===== config.mk =====
export PLATFORM = sky130hd
export DESIGN_NAME = spi_reg_file
export DESIGN_NICKNAME = d
export VERILOG_FILES = /design/src/rtl/spi_reg_file.sv
export SDC_FILE = /design/constraint.sdc
export NUM_CORES = 1
export LEC_CHECK = 0
export CAP_MARGIN = 30
export CELL_PAD_IN_SITES_DETAIL_PLACEMENT = 0
export CELL_PAD_IN_SITES_GLOBAL_PLACEMENT = 1
export CORE_ASPECT_RATIO = 1.75
export CORE_MARGIN = 2
export CORE_UTILIZATION = 37
export DETAILED_ROUTE_END_ITERATION = 10
export PLACE_DENSITY_LB_ADDON = 0.3
export SYNTH_ARGS = -nofsm -noshare
export SYNTH_HDL_FRONTEND = slang
export SYNTH_SLANG_ARGS = --single-unit

===== constraint.sdc =====
create_clock -name clock -period 3.9 [get_ports clock]
set_input_delay 0.78 -clock clock [delete_from_list [all_inputs] [get_ports clock]]
set_output_delay 0.78 -clock clock [all_outputs]
set_load 0.05 [all_outputs]

===== src/rtl/spi_reg_file.sv =====
// spi_reg_file: SPI-facing register bank with sticky faults, config bytes and a link-loss watchdog gating global_en
module spi_reg_file #(
   parameter logic [7:0] DEVICE_ID     = 8'hB5,
   parameter int         WDOG_PRESCALE = 50000
) (
   input  logic         clock,
   input  logic         reset_n,
   input  logic [5:0]   address,
   input  logic         write_en,
   input  logic [7:0]   wr_data,
   input  logic         read_en,
   input  logic [7:0]   fault_in,
   input  logic [127:0] status_in,
   output logic [7:0]   rd_data,
   output logic [255:0] cfg_out,
   output logic         global_en,
   output logic         wdog_timeout,
   output logic         irq
);
   localparam int PW = $clog2(WDOG_PRESCALE);
   logic          ctrl_en;
   logic [7:0]    fault, fault_n, fault_q, wdog_limit, wdog_cnt, wdog_cnt_n, rd_mux;
   logic [PW-1:0] presc, presc_n;
   logic          access, tick, wr_ctrl, soft_clr, timeout_n;
   assign access   = write_en | read_en;
   assign wr_ctrl  = write_en && address == 6'h01;
   assign soft_clr = wr_ctrl & wr_data[1];
   assign tick     = presc == PW'(WDOG_PRESCALE - 1);
   always_comb begin
      rd_mux = 8'h00;
      if (address[5])
         rd_mux = cfg_out[{address[4:0], 3'b000} +: 8];
      else if (address[4])
         rd_mux = status_in[{address[3:0], 3'b000} +: 8];
      else
         case (address[3:0])
            4'h0:    rd_mux = DEVICE_ID;
            4'h1:    rd_mux = {7'b0, ctrl_en};
            4'h2:    rd_mux = {6'b0, irq, wdog_timeout};
            4'h3:    rd_mux = fault;
            4'h4:    rd_mux = wdog_limit;
            default: rd_mux = 8'h00;
         endcase
   end
   always_comb begin
      fault_n    = ((soft_clr ? 8'h00 : fault) & ~((write_en && address == 6'h03) ? wr_data : 8'h00))
                   | (fault_in & ~fault_q);
      presc_n    = (access || tick) ? '0 : presc + PW'(1);
      wdog_cnt_n = (access || wdog_limit == 8'd0) ? 8'd0
                   : (tick && wdog_cnt != 8'hFF) ? wdog_cnt + 8'd1 : wdog_cnt;
      timeout_n  = wr_ctrl ? 1'b0 : wdog_timeout | (wdog_limit != 8'd0 && wdog_cnt_n == wdog_limit);
   end
   always_ff @(posedge clock) begin
      if (!reset_n) begin
         rd_data      <= 8'h00;
         cfg_out      <= '0;
         global_en    <= 1'b0;
         wdog_timeout <= 1'b0;
         irq          <= 1'b0;
         ctrl_en      <= 1'b0;
         fault        <= 8'h00;
         fault_q      <= 8'h00;
         wdog_limit   <= 8'h00;
         wdog_cnt     <= 8'h00;
         presc        <= '0;
      end else begin
         fault_q      <= fault_in;
         fault        <= fault_n;
         irq          <= |fault_n;
         presc        <= presc_n;
         wdog_cnt     <= wdog_cnt_n;
         wdog_timeout <= timeout_n;
         global_en    <= ctrl_en & ~wdog_timeout;
         if (wr_ctrl)
            ctrl_en <= wr_data[0];
         if (write_en && address == 6'h04)
            wdog_limit <= wr_data;
         if (soft_clr)
            cfg_out <= '0;
         else if (write_en && address[5])
            cfg_out[{address[4:0], 3'b000} +: 8] <= wr_data;
         if (read_en && !write_en)
            rd_data <= rd_mux;
      end
   end
endmodule

==> results of run 1 <==
[worst max path at each step]
stage / endpoint / cells past startpoint / from
CTS: rd_data[2]$_SDFFE_PN0P_ / 8 / address[0]
global route: rd_data[2]$_SDFFE_PN0P_ / 8 / address[0]
floorplan: cfg_out[184]$_SDFFE_PP0P_ / 14 / address[1]
finish: cfg_out[163]$_SDFFE_PP0P_ / 10 / address[4]
detailed placement: rd_data[2]$_SDFFE_PN0P_ / 8 / address[0]
global placement: rd_data[2]$_SDFFE_PN0P_ / 8 / address[0]
[sequential cells by signal, summed over array words and instances, names as in the netlist]
name,flops
wdog_cnt,8
presc,16
rd_data,8
fault,8
cfg_out,256
fault_q,8
ctrl_en,1
wdog_timeout,1
wdog_limit,8
irq,1
global_en,1
[cells in the mapped netlist, types with 7 or more instances]
master,instances
dfxtp_1,316
nor2_1,299
nor3_1,9
mux4_2,112
o21ai_0,41
and3_1,7
xor2_1,12
buf_1,14
nand4_1,7
inv_1,17
mux2i_1,225
nand3_1,55
a32oi_1,7
and2_1,38
nor2b_1,23
xnor2_1,8
nor2_2,9
a21oi_1,84
buf_2,43
clkbuf_1,52
nand2_1,121
[per-stage QoR]
| stage | setup slack, ns | util (%) | instances | cell area (um2) |
|---|---|---|---|---|
| 3_5_place_dp | 0.2699 | 49.62 | 2546 | 21050 |
| 3_3_place_gp | 0.2650 | 49.52 | 2544 | 21000 |
| 2_1_floorplan | 0.2681 | - | 1601 | 15890 |
| 5_1_grt | 0.7140 | 52.00 | 2599 | 22050 |
| 4_1_cts | 0.8718 | 51.98 | 2598 | 22050 |
| 6_report | 0.8548 | 52.00 | 2599 | 22050 |
[cell families after synthesis]
family          Yosys count  share of synthesized area (%)
compound gates          181                          7.047
flops                   316                          39.81
simple gates            605                          17.51
mux                     343                          30.47
buf+inv                 129                          3.488
fa+ha+maj                 6                         0.4724
xor+xnor                 21                          1.205
[worst max-delay path, cell delays in order]
cell and delay, ns:
clkdlybuf4s50_1 0.53, buf_12 0.23, nor3_1 0.28, nand2_1 0.11, nor3b_1 0.32, nand2_1 0.35
nand2_4 0.36, buf_12 0.24, buf_12 0.21, a21oi_1 0.05
[power groups by stage]
stage | clock [mW] | combinational (mW) | sequential [mW]
finish | 3.07 | 0.885 | 3.27
global placement | 0 | 0.857 | 3.34
CTS | 3.09 | 0.873 | 3.27
detailed placement | 0 | 0.869 | 3.34
floorplan | 0 | 0.416 | 3.37
global route | 3.20 | 0.922 | 3.27
[layer usage]
metal  up-vias  wire (um)  global-route usage (%)
li1       6564          -                       -
met1      7477      27090                   37.04
met2       798      36070                   54.50
met3       207       4302                   3.979
met4         2       5024                   18.60
met5         -         13                       0
[cell type report]
cell class	count	area share, %
Multi-Input combinational cell	1156	40.93
Timing Repair Buffer	497	22.38
Tap cell	561	3.183
Sequential cell	316	28.68
Inverter	17	0.2893
Clock inverter	9	0.5957
Clock buffer	43	3.943
==> results.sh, run 1 <==
export IMPL_worst_hold_path_num_cells=1
export IMPL_ys_seq_elements=316
export IMPL_area_sequential_um2=6326
export IMPL_final_cell_mix="clkdlybuf4s50_1 (416), dfxtp_1 (316), nor2_1 (299), mux2i_1 (225), nand2_1 (120)"
export IMPL_timing_critical_path_required_ns=4.36
export IMPL_static_leakage_power_nw=8.409
export IMPL_origin_of_the_worst_min_delay_path="presc[0]$_SDFF_PP0_"
export IMPL_rr_startpoint="wdog_cnt[0]$_SDFF_PN0_"
export IMPL_postRouteAntennaNets=0
export IMPL_grt_total_usage_pct=31.42
export IMPL_area_growth_from_synthesis_to_final_layout_pct=38.78
export IMPL_nets=2178
export IMPL_max_slew_worst_pin_slew_ns=1.051
export IMPL_cts_num_sinks=316
export IMPL_skew_ns=0.02366
export IMPL_fp_dieW_um=160.7
export IMPL_tritoncts="done"
export IMPL_timing_hold_ws_ns=0.4462
export IMPL_power_frac_seq_pct=45.3
export IMPL_setup_worst_path_end_class="flip-flop"
export IMPL_floorplan_initialDensity_pct=37.47
export IMPL_cts_hold_buffers_added=0
export IMPL_detailedRoute_firstPassIterationCount=8
export IMPL_power_share_combinational_pct=12.3
export IMPL_footprint_of_the_multi_input_gates_um2=9026
export IMPL_internal_power_consumption_mw=5.371
export IMPL_grt_pass1_vias=14876
export IMPL_gp_routability_congestion=0.9314
export IMPL_antenna_found_initial=2
export IMPL_dominant_register_cell_in_the_synthesized_netlist="dfxtp_1"
export IMPL_result_of_the_run="finished, final reports clean"
export IMPL_synth_async_sr_flop_share_pct=0
export IMPL_critical_path_peak_fanout=31
export IMPL_route_final_wire_length_mm=72.51
export IMPL_floorplan_die_area_um2=44690
export IMPL_setup_repair_after_global_routing_missed_its_margin="no"
export IMPL_clock_root_buffer="clkbuf_16"
export IMPL_netSwitchingFraction_pct=25.62
export IMPL_placement_io_buffers=420
export IMPL_synth_cell_type_count=75
export IMPL_post_cts_setup_inserts=0
export IMPL_detail_route_iter0_violations=1190
export IMPL_setup_viol_count_final=0
export IMPL_max_cap_viols=0
export IMPL_cp_start_kind="input pin"
export IMPL_timing_hold_worst_class="flip-flop to flip-flop"
export IMPL_min_period_ns=3.045
export IMPL_grt_start_max_net_pins=108
export IMPL_path_clk_slew_ns=0.07
export IMPL_drive_gt1_share_pct=13.64
export IMPL_timing_worst_setup_path_type="input pin to flip-flop"
export IMPL_holdPathEnd="presc[0]$_SDFF_PP0_"
export IMPL_total_switching_power_mw=1.850
export IMPL_power_total_mw=7.222
export IMPL_yosysTopAreaCell="dfxtp_1"
export IMPL_peakVddDrop_mv=0.3371
export IMPL_synth_fp_nets=1761
export IMPL_post_cts_resized_instances=0
export IMPL_setup_total_negative_slack_ns=0
export IMPL_drc_errors=0
export IMPL_number_of_antenna_cells_inserted=0
export IMPL_power_density_nw_per_um2=327.4
export IMPL_count_of_flip_flops_with_a_built_in_enable_after_synthesis=0
export IMPL_r2r_cells=8
export IMPL_numCtsBuffers=30
export IMPL_synth_top_cell_area_share_pct=39.81
export IMPL_synthesis_yosys_warnings=0
export IMPL_post_drt_wl_per_cell_um=27.90
export IMPL_clk_insertion_delay_late_ns=0.59
export IMPL_post_synth_main_area_contributors="dfxtp_1 (40%), mux4_2 (16%), mux2i_1 (14%)"
export IMPL_core_rowCount=100
export IMPL_coreArea_um2=42420
export IMPL_final_hold_viol_count=0
export IMPL_postSynthCellCount=1601
export IMPL_ff_to_ff_end="wdog_timeout$_SDFF_PP0_"
export IMPL_boundary_pin_count=421
export IMPL_reg2reg_setup_slack_ns=1.15
export IMPL_die_span_y_um=278.2
export IMPL_post_drt_via_cell_ratio=5.790
export IMPL_clock_power_share_pct=42.5
export IMPL_dr_total_vias=15048
export IMPL_overflow=0
export IMPL_slew_violations=0
export IMPL_worst_endpoint_arrival_ns=3.51
export IMPL_post_synth_cell_area_avg_um2=9.926
export IMPL_final_fill_count=3844
export IMPL_total_half_perimeter_wirelength_after_legalization_and_detailed_placement_mm=55.19
export IMPL_syn_area_um2=15890
export IMPL_layout_worst_path_cycle_share_pct=78.08
export IMPL_max_freq_mhz=328.4
export IMPL_sequential_area_share_after_synthesis_pct=39.81
export IMPL_grt_pass1_wl_mm=103.3
export IMPL_cts_htree_levels=1
export IMPL_most_common_library_cell_in_the_layout_ignoring_fill_and_taps="clkdlybuf4s50_1"
export IMPL_clockBufferDepth=3
export IMPL_worst_slew_margin_rel_pct=29.68
Power figures use the tool's default switching activity.
==> run 2, diff against run 1 <==
CORE_UTILIZATION = 34   (was 37)
clock period = 2.5 ns   (was 3.9 ns; I/O delays follow)
==> results.sh, run 2 (same netlist as run 1, synthesis figures left out) <==
export IMPL_post_drt_wl_per_cell_um=26.38
export IMPL_power_share_combinational_pct=12.9
export IMPL_largest_registers="cfg_out x256, presc x16"
export IMPL_detailedRoute_firstPassIterationCount=8
export IMPL_violations="design-rule violations"
export IMPL_path_clk_slew_ns=0.07
export IMPL_max_freq_mhz=405.3
export IMPL_worst_slew_margin_rel_pct=56.66
export IMPL_nets=2274
export IMPL_boundary_pin_count=421
export IMPL_grt_pass1_wl_mm=103.4
export IMPL_timing_critical_path_required_ns=2.00
export IMPL_number_of_antenna_cells_inserted=0
export IMPL_max_slew_worst_pin_slew_ns=0.6481
export IMPL_cts_num_sinks=316
export IMPL_reg2reg_setup_slack_ns=0.05
export IMPL_holdPathEnd="presc[0]$_SDFF_PP0_"
export IMPL_route_final_wire_length_mm=71.80
export IMPL_cp_cell_sequence="clkdlybuf4s50_1"
export IMPL_cts_hold_buffers_added=0
export IMPL_clockBufferDepth=3
export IMPL_coreArea_um2=46060
export IMPL_skew_ns=0.007193
export IMPL_worst_endpoint_arrival_ns=1.97
export IMPL_slew_violations=0
export IMPL_critical_path_peak_fanout=3
export IMPL_postRouteAntennaNets=0
export IMPL_static_leakage_power_nw=9.120
export IMPL_peakVddDrop_mv=0.4864
export IMPL_power_frac_seq_pct=43.5
export IMPL_placement_io_buffers=420
export IMPL_grt_pass1_vias=15245
export IMPL_post_drt_via_cell_ratio=5.557
export IMPL_most_common_library_cell_in_the_layout_ignoring_fill_and_taps="clkdlybuf4s50_1"
export IMPL_pre_cts_slack_ns=-0.3852
export IMPL_clock_root_buffer="clkbuf_16"
export IMPL_drive_gt1_share_pct=18.84
export IMPL_setup_total_negative_slack_ns=0
export IMPL_drc_errors=33
export IMPL_worstPathBufferInverterCount=1
export IMPL_numCtsBuffers=31
export IMPL_r2r_cells=8
export IMPL_cpMaxStageDelayCell="clkdlybuf4s50_1"
export IMPL_die_span_y_um=290.0
export IMPL_cp_start_kind="flip-flop"
export IMPL_clock_power_share_pct=43.6
export IMPL_timing_worst_setup_path_type="flip-flop to primary output"
export IMPL_total_half_perimeter_wirelength_after_legalization_and_detailed_placement_mm=56.96
export IMPL_final_cell_mix="clkdlybuf4s50_1 (416), dfxtp_1 (316), nor2_1 (298), mux2i_1 (225), nand2_1 (119)"
export IMPL_critical_path_max_stage_delay_ns=0.88
export IMPL_grt_start_max_net_pins=44
export IMPL_overflow=0
export IMPL_result_of_the_run="finished with violations"
export IMPL_rr_startpoint="wdog_limit[4]$_SDFFE_PN0P_"
export IMPL_total_switching_power_mw=2.963
export IMPL_final_fill_count=4246
export IMPL_max_cap_viols=0
export IMPL_layout_worst_path_cycle_share_pct=98.69
export IMPL_dr_total_vias=15126
export IMPL_tritoncts="done"
export IMPL_fp_dieW_um=167.4
export IMPL_timing_hold_worst_class="flip-flop to flip-flop"
export IMPL_area_sequential_um2=6326
export IMPL_power_density_nw_per_um2=498.1
export IMPL_area_growth_from_synthesis_to_final_layout_pct=48.33
export IMPL_antenna_found_initial=0
export IMPL_detail_route_iter0_violations=1053
export IMPL_clk_insertion_delay_late_ns=0.58
export IMPL_worst_hold_path_num_cells=1
export IMPL_ff_to_ff_end="wdog_timeout$_SDFF_PP0_"
export IMPL_internal_power_consumption_mw=8.779
export IMPL_grt_total_usage_pct=28.66
export IMPL_gp_routability_congestion=0.9150
export IMPL_final_setup_worst_slack_ns=0.03279
export IMPL_final_hold_viol_count=0
export IMPL_setup_worst_path_end_class="primary output"
export IMPL_critical_path_top_delay_family="buffers and inverters"
export IMPL_cts_htree_levels=1
export IMPL_netSwitchingFraction_pct=25.23
export IMPL_largest_register_ff_count=256
export IMPL_register_with_the_most_flip_flops="cfg_out"
export IMPL_core_rowCount=104
export IMPL_footprint_of_the_multi_input_gates_um2=9195
export IMPL_origin_of_the_worst_min_delay_path="presc[0]$_SDFF_PP0_"
export IMPL_min_period_ns=2.467
export IMPL_floorplan_initialDensity_pct=34.50
export IMPL_setup_viol_count_final=0
export IMPL_floorplan_die_area_um2=48550
## run 2: worst max-delay path by stage
stage                                          start                        end  slack [ns]  depth (start not counted)
after floorplan                           address[1]  cfg_out[224]$_SDFFE_PP0P_       -0.13                         12
after global placement                    address[0]    rd_data[3]$_SDFFE_PN0P_       -0.36                          8
after detailed placement                  address[0]    rd_data[3]$_SDFFE_PN0P_       -0.39                          8
after CTS                 wdog_limit[7]$_SDFFE_PN0P_    wdog_timeout$_SDFF_PP0_       0.005                          8
after global routing             presc[0]$_SDFF_PP0_    wdog_timeout$_SDFF_PP0_       -0.01                          9
final                      cfg_out[160]$_SDFFE_PP0P_               cfg_out[160]        0.03                          1
## run 2: per-stage QoR
step	hold slack (ns)	instances	power, mW	area (um2)	utilization (%)
finish	0.4523	2722	11.74	23570	51.17
global route	0.4716	2722	12.06	23570	51.17
CTS	0.4487	2720	11.79	23540	51.09
detailed placement	0.4381	2662	6.724	22440	48.71
global placement	0.4229	2662	6.716	22440	48.71
floorplan	0.4130	1601	5.946	16140	-
## run 2: metal layers
metal  share of wire (%)  global-route usage [%]
met1                  35                   30.49
met2                  52                   53.52
met3                 6.2                   4.173
met4                 6.5                   16.20
met5                   0                       0
## run 2: cell type report
| class | instances | area share, % |
|---|---|---|
| clock inverter | 18 | 1.072 |
| multi-input combinational | 1156 | 39.01 |
| clock buffer | 40 | 3.562 |
| tap | 583 | 3.094 |
| inverter | 17 | 0.2813 |
| timing repair buffer | 592 | 26.15 |
| sequential | 316 | 26.84 |
## run 2: what timing repair did
action                     in CTS  in global routing
resized for setup               3                  8
pin swaps                       0                  4
buffers inserted                0                  2
setup endpoints to repair       1                  1
## run 2: power by group through the flow
| stage | combinational, mW | clock, mW | sequential [mW] |
|---|---|---|---|
| final | 1.52 | 5.12 | 5.10 |
| after global routing | 1.59 | 5.37 | 5.10 |
| after CTS | 1.51 | 5.18 | 5.10 |
| after detailed placement | 1.51 | 0 | 5.22 |
| after global placement | 1.50 | 0 | 5.22 |
| after floorplan | 0.690 | 0 | 5.26 |
